## src/rtl/io_poll_master.sv

```systemverilog
// io_poll_master: CPU-side initiator for the PDU IO bus; runs the valid-flag poll handshake.
// Optional feature macro POLL_TIMEOUT_EN: abort polling after POLL_MAX failed polls (rsp_err=1).
module io_poll_master #(
  parameter logic [7:0]  ADDR_LED         = 8'h00,
  parameter logic [7:0]  ADDR_SW          = 8'h04,
  parameter logic [7:0]  ADDR_POL_OUT_VLD = 8'h08,
  parameter logic [7:0]  ADDR_POL_OUT     = 8'h0C,
  parameter logic [7:0]  ADDR_POL_IN_VLD  = 8'h10,
  parameter logic [7:0]  ADDR_POL_IN      = 8'h14,
  parameter int unsigned POLL_GAP         = 2,
  parameter int unsigned POLL_MAX         = 1000
) (
  input  logic        clk,
  input  logic        rstn,
  input  logic        cmd_vld,
  output logic        cmd_rdy,
  input  logic [1:0]  cmd_op,
  input  logic [31:0] cmd_wdata,
  output logic        rsp_vld,
  input  logic        rsp_rdy,
  output logic [31:0] rsp_data,
  output logic        rsp_err,
  output logic        busy,
  output logic [7:0]  io_addr,
  output logic [31:0] io_dout,
  output logic        io_we,
  output logic        io_rd,
  input  logic [31:0] io_din
);

  typedef enum logic [2:0] {StIdle, StPoll, StGap, StXfer, StRsp} state_e;

  // Unreachable value when POLL_GAP is 0, since GAP is then never entered.
  localparam logic [7:0] GapLast = 8'(POLL_GAP - 1);

  state_e      state_q, state_d;
  logic [1:0]  op_q, op_d;
  logic [31:0] wdata_q, wdata_d;
  logic [7:0]  gap_cnt_q, gap_cnt_d;
  logic [7:0]  io_addr_q, io_addr_d;
  logic [31:0] io_dout_q, io_dout_d;
  logic        io_we_q, io_we_d;
  logic        io_rd_q, io_rd_d;
  logic        rsp_vld_q, rsp_vld_d;
  logic [31:0] rsp_data_q, rsp_data_d;
  logic        cmd_rdy_q, cmd_rdy_d;
  logic        busy_q, busy_d;
`ifdef POLL_TIMEOUT_EN
  localparam logic [15:0] PollMax = 16'(POLL_MAX);
  logic [15:0] poll_cnt_q, poll_cnt_d;
  logic        rsp_err_q, rsp_err_d;
`endif

  // In IDLE the command inputs are used directly so strobes launch on the accept edge.
  logic [1:0]  op_cur;
  logic [31:0] wdata_cur;
  logic [7:0]  xfer_addr, flag_addr;
  logic        flag_ready;
  logic        start_xfer, start_poll;

  assign op_cur     = (state_q == StIdle) ? cmd_op : op_q;
  assign wdata_cur  = (state_q == StIdle) ? cmd_wdata : wdata_q;
  assign xfer_addr  = op_cur[1] ? (op_cur[0] ? ADDR_POL_OUT : ADDR_POL_IN)
                                : (op_cur[0] ? ADDR_LED : ADDR_SW);
  assign flag_addr  = op_cur[0] ? ADDR_POL_OUT_VLD : ADDR_POL_IN_VLD;
  assign flag_ready = op_q[0] ? ~io_din[0] : io_din[0];

  always_comb begin
    state_d    = state_q;
    op_d       = op_q;
    wdata_d    = wdata_q;
    gap_cnt_d  = gap_cnt_q;
    io_addr_d  = 8'h00;
    io_dout_d  = 32'h0;
    io_we_d    = 1'b0;
    io_rd_d    = 1'b0;
    rsp_vld_d  = rsp_vld_q;
    rsp_data_d = rsp_data_q;
    cmd_rdy_d  = cmd_rdy_q;
    busy_d     = busy_q;
    start_xfer = 1'b0;
    start_poll = 1'b0;
`ifdef POLL_TIMEOUT_EN
    poll_cnt_d = poll_cnt_q;
    rsp_err_d  = rsp_err_q;
`endif

    unique case (state_q)
      StIdle: begin
        if (cmd_vld && cmd_rdy_q) begin
          op_d      = cmd_op;
          wdata_d   = cmd_wdata;
          cmd_rdy_d = 1'b0;
          busy_d    = 1'b1;
`ifdef POLL_TIMEOUT_EN
          poll_cnt_d = 16'h0;
`endif
          if (cmd_op[1]) begin
            state_d    = StPoll;
            start_poll = 1'b1;
          end else begin
            state_d    = StXfer;
            start_xfer = 1'b1;
          end
        end
      end
      StPoll: begin
        if (flag_ready) begin
          state_d    = StXfer;
          start_xfer = 1'b1;
        end else begin
`ifdef POLL_TIMEOUT_EN
          poll_cnt_d = poll_cnt_q + 16'd1;
          if (poll_cnt_d == PollMax) begin
            state_d    = StRsp;
            rsp_vld_d  = 1'b1;
            rsp_err_d  = 1'b1;
            rsp_data_d = 32'h0;
          end else
`endif
          if (POLL_GAP == 0) begin
            start_poll = 1'b1;
          end else begin
            state_d   = StGap;
            gap_cnt_d = 8'h00;
          end
        end
      end
      StGap: begin
        if (gap_cnt_q == GapLast) begin
          state_d    = StPoll;
          start_poll = 1'b1;
        end else begin
          gap_cnt_d = gap_cnt_q + 8'd1;
        end
      end
      StXfer: begin
        state_d    = StRsp;
        rsp_vld_d  = 1'b1;
        rsp_data_d = op_q[0] ? 32'h0 : io_din;
`ifdef POLL_TIMEOUT_EN
        rsp_err_d  = 1'b0;
`endif
      end
      StRsp: begin
        if (rsp_rdy) begin
          state_d   = StIdle;
          rsp_vld_d = 1'b0;
          cmd_rdy_d = 1'b1;
          busy_d    = 1'b0;
        end
      end
      default: state_d = StIdle;
    endcase

    if (start_poll) begin
      io_rd_d   = 1'b1;
      io_addr_d = flag_addr;
    end
    if (start_xfer) begin
      io_addr_d = xfer_addr;
      if (op_cur[0]) begin
        io_we_d   = 1'b1;
        io_dout_d = wdata_cur;
      end else begin
        io_rd_d = 1'b1;
      end
    end
  end

  always_ff @(posedge clk or negedge rstn) begin
    if (!rstn) begin
      state_q    <= StIdle;
      op_q       <= 2'b00;
      wdata_q    <= 32'h0;
      gap_cnt_q  <= 8'h00;
      io_addr_q  <= 8'h00;
      io_dout_q  <= 32'h0;
      io_we_q    <= 1'b0;
      io_rd_q    <= 1'b0;
      rsp_vld_q  <= 1'b0;
      rsp_data_q <= 32'h0;
      cmd_rdy_q  <= 1'b1;
      busy_q     <= 1'b0;
`ifdef POLL_TIMEOUT_EN
      poll_cnt_q <= 16'h0;
      rsp_err_q  <= 1'b0;
`endif
    end else begin
      state_q    <= state_d;
      op_q       <= op_d;
      wdata_q    <= wdata_d;
      gap_cnt_q  <= gap_cnt_d;
      io_addr_q  <= io_addr_d;
      io_dout_q  <= io_dout_d;
      io_we_q    <= io_we_d;
      io_rd_q    <= io_rd_d;
      rsp_vld_q  <= rsp_vld_d;
      rsp_data_q <= rsp_data_d;
      cmd_rdy_q  <= cmd_rdy_d;
      busy_q     <= busy_d;
`ifdef POLL_TIMEOUT_EN
      poll_cnt_q <= poll_cnt_d;
      rsp_err_q  <= rsp_err_d;
`endif
    end
  end

  assign cmd_rdy  = cmd_rdy_q;
  assign busy     = busy_q;
  assign rsp_vld  = rsp_vld_q;
  assign rsp_data = rsp_data_q;
  assign io_addr  = io_addr_q;
  assign io_dout  = io_dout_q;
  assign io_we    = io_we_q;
  assign io_rd    = io_rd_q;
`ifdef POLL_TIMEOUT_EN
  assign rsp_err  = rsp_err_q;
`else
  assign rsp_err  = 1'b0;
`endif

endmodule

```

## config.mk

```make
export PLATFORM = sky130hd
export DESIGN_NAME = io_poll_master
export DESIGN_NICKNAME = d
export VERILOG_FILES = /design/src/rtl/io_poll_master.sv
export SDC_FILE = /design/constraint.sdc
export NUM_CORES = 1
export LEC_CHECK = 0
export CORE_MARGIN = 5
export CORE_UTILIZATION = 47
export DETAILED_ROUTE_END_ITERATION = 7
export GPL_TIMING_DRIVEN = 0
export PLACE_DENSITY = 0.81
export REMOVE_ABC_BUFFERS = 1
export SLEW_MARGIN = 25
export SYNTH_ARGS = -nofsm -noshare
export SYNTH_HDL_FRONTEND = slang
export SYNTH_SLANG_ARGS = --single-unit
```

## constraint.sdc

```tcl
create_clock -name clk -period 2.72 [get_ports clk]
set_input_delay 0.272 -clock clk [delete_from_list [all_inputs] [get_ports clk]]
set_output_delay 0.272 -clock clk [all_outputs]
set_load 0.005 [all_outputs]
```

==> results.txt <==
----------------------------------------------------
[Job]
  Max-cap viol count ... 0

[Final layout]
  Post-route standard cell area excluding fillers ... 7102 µm²
  Final core area utilization ... 69.41%
  Count of inserted antenna diode cells ... 0
  Filler cell count in the final layout ... between 700 and 800
  Fraction of final layout cells sized beyond drive strength 1 ... 17.67%
  Synth-to-Final Area Change ... 45.24%
  Nets@finish ... 677
  Filler-free cell count of the finished design ... between 700 and 800

[Placed design]
  Placement-stage worst setup slack ... -0.09117 ns
  Total instance count after detailed placement ... between 700 and 800
  Total of buffers placed on input and output ports ... 141
  Half-perimeter wire length after placement ... 8330 µm
  Final weighted congestion in routability-driven placement ... 0.7853
  Area of placed instances ... ~6500 µm²

[CTS]
  CTS clock-pin slew for the worst setup and hold paths ... 0.06 ns
  Num CTS Buffers ... 17
  Cell at the root of the clock tree ... clkbuf_8
  Clk buf depth ... 2
  Worst-Skew Late Latency ... 0.51 ns
  H-Tree Level Count ... 4
  CTS tree ... done
  CTS sink cnt ... 117

[Timing]
  Setup repair after global routing missed its margin ... false
  Skew final ... around 0.015 ns
  Headroom to the max-slew limit ... 48.78%
  Final Setup Violations ... 0
  Highest Clock Rate ... 0.4059 GHz
  Final-report max-slew violation count ... 0
  Final total negative setup slack ... 0 ns
  Slew at the pin closest to its max-slew limit ... 0.7659 ns
  Fin. Hold Viols ... 0
  Hold_ws ... 0.3220 ns
  Period utilization ... 90.58%
  Final worst path period need ... roughly 2.5 ns
  Setup slack of the critical path after layout ... 0.2563 ns

[Route]
  DRC violations left ... 0
  Average vias per placed instance ... 5.162
  Total Wirelength ... 12230 µm
  Post-route ant nets ... 0
  Routed vias ... 3887
  Starting DRC count in detailed routing ... 214
  Mean routed wirelength per cell ... 16.24 µm
  DRT Pass-1 Iters ... 4

[Die]
  Vert. Die Dim ... 112 µm
  Core ar. ... 10230 µm²
  I/O Pins ... 148
  Row count ... 37
  Starting density of the core ... 47.79%
  Floorplan die width ... around 110 µm
  Die area ... 12540 µm²

[Worst setup path]
  FF-to-FF Start ... state_q[2]
  Critical Path Fanout Max ... 34
  Largest stage delay, worst path ... between 0.6 and 0.7 ns
  Worst path slowest cell ... or3_4
  Terminus of the critical flop-to-flop path ... wdata_q[28]
  Critical path type ... reg -> reg
  WP data required ... 3.10 ns
  Worst Reg-to-Reg Cells ... 5
  CP Capture Type ... flop
  Arrival time at the worst endpoint ... 2.84 ns
  List of cells traversed by the critical path ... or3_4, nor2_4, buf_16, buf_8, mux2_2
  Endpoint of the most critical setup path ... wdata_q[28]
  FF-to-FF setup slack ... between 0.2 and 0.3 ns
  Critical path launch point ... state_q[2]
  Kind of start point of the critical path ... flop

[Synthesis]
  Main area contributors after synthesis ... dfrtp_1 (59%), nand2_1 (11%), mux2_2 (8.1%), o21ai_0 (4.2%), a21oi_2 (3.6%)
  Proportion of register bits with asynchronous set or reset after synthesis ... 100.0%
  Post-Syn Instances ... 461
  Primary FF master, synth ... dfrtp_1
  Mean area per synthesized cell ... 10.61 µm²
  EDFF count, synth ... 0
  Post-Synthesis Cell Area ... 4890 µm²
  Number of distinct library cells after synthesis ... 35
  Leading cell type by number of instances after synthesis ... nand2_1
  Flops & latches, synth ... 117
  Area share of the largest cell type after synthesis ... 59.37%
  Share of the yosys chip area belonging to registers ... between 50% and 60%
  Leading cell types by count after synthesis ... nand2_1 (138), dfrtp_1 (116), o21ai_0 (41), mux2_2 (35), a21oi_1 (23)
  Largest area contributor in the synthesized netlist ... dfrtp_1
  Total number of yosys warnings ... 0

[GRT]
  Antenna violations before repair ... 0
  Vias in the first global route ... 4113
  Wire length of the first global-routing pass ... 20350 µm
  Pin count of the biggest net entering global routing ... 74
  Grt ovf ... 0
  Combined global-route utilization of all metal layers ... 20.24%

[Power and ir drop]
  VDD IR-drop max ... 0.7266 mV
  Pwr Density ... roughly 1000 nW/µm²
  Leakage power figure ... 3.117 nW
  Total power consumption of the routed design ... 7.108 mW

[Worst hold path]
  Min-Delay Path Class ... in -> reg
  Number of cells traversed by the worst hold path ... 3

[Outcome]
  Run status ... complete, no violations

----------------------------------------------------
-- power by group --
part / internal [mW] / total, mW / leakage, nW / switching (mW)
clock: 1.34 / 2.15 / 0.280 / 0.809
sequential: 2.29 / 2.67 / 1.54 / 0.378
combinational: 1.15 / 2.29 / 1.29 / 1.14
-- kinds of logic after synthesis --
logic type / count (synthesis) / share of synthesized area (%)
and+or+nand+nor: 176 / 15.53
DFF: 117 / 59.90
AOI/OAI and AO/OA: 91 / 11.39
muxes: 37 / 8.495
buffers and inverters: 36 / 3.838
adders and majority gates: 3 / 0.7677
other: 1 / 0.07669
-- cells in the final DEF, fill, tap and decap left out, drive strengths merged --
cell type,Yosys,layout
clkdlybuf4s50,0,140
nand2,138,138
dfrtp,116,116
o21ai,43,43
a21oi,43,43
mux2,36,36
clkbuf,17,19
nand3,10,10
nor2,10,10
buf,15,9
inv,4,7
conb,1,6
clkinv,0,5
clkinvlp,0,4
nor3,4,4
nand4,3,3
ha,3,3
or3,3,3
or3b,2,2
o21a,2,2
a31oi,2,2
bufinv,0,2
nor4b,1,1
or4,1,1
mux2i,1,1
nor3b,1,1
and4,1,1
nand4bb,1,1
nand3b,1,1
a2111oi,1,1
dfstp,1,1
dlygate4sd3,0,1
-- state kept, by name, indices dropped and copies added, names as in the netlist --
signal     flops
io_dout       32
cmd_rdy        1
op_q           2
io_rd          1
io_addr        3
wdata_q       32
io_we          1
rsp_data      32
rsp_vld        1
state_q        3
gap_cnt_q      8
busy           1
-- worst max-delay path: cells and delay by family (launching register included) --
| kind | cells | cell delay (ns) |
|---|---|---|
| and+or+nand+nor | 2 | 1.03 |
| DFF | 1 | 0.57 |
| buffers and inverters | 2 | 0.37 |
| muxes | 1 | 0.35 |
-- worst min-delay path by stage --
stage	start	to	slack [ns]
detailed placement	rstn	io_dout[30]	0.33
global placement	rsp_data[8]	rsp_data[8]	0.46
floorplan	rstn	busy	-0.02
CTS	io_din[11]	rsp_data[11]	0.31
global route	io_din[11]	rsp_data[11]	0.32
finish	io_din[11]	rsp_data[11]	0.32
-- per-layer routing --
layer | global-route usage [%] | part of all wire (%) | vias to the layer above
li1 | - | - | 1834
met3 | 4.837 | 4.9 | 23
met1 | 23.23 | 39 | 1899
met2 | 35.77 | 53 | 131
met5 | 0 | 0 | -
met4 | 9.215 | 2.6 | 0
-- layout make-up --
class                   instances  area [µm²]  share of cell area (%)
clock buffers                  19       431.7                   6.078
clock inverters                13       146.4                   2.061
inverters                       4       18.77                  0.2643
multi-input cells             313        1824                   25.69
flip-flops and latches        117        2929                   41.24
well taps                     136       170.2                   2.396
repair buffers                150        1577                   22.20
repair inverters                1       5.005                 0.07047
-- repair_timing --
item                       in CTS  in global routing
gates cloned                    1                  0
hold endpoints to repair       71                  0
setup endpoints to repair      23                 17
gates resized for setup         2                  1
hold buffers                    1                  0
buffers inserted                0                  0
No activity file was read; power rests on OpenSTA's default activity.
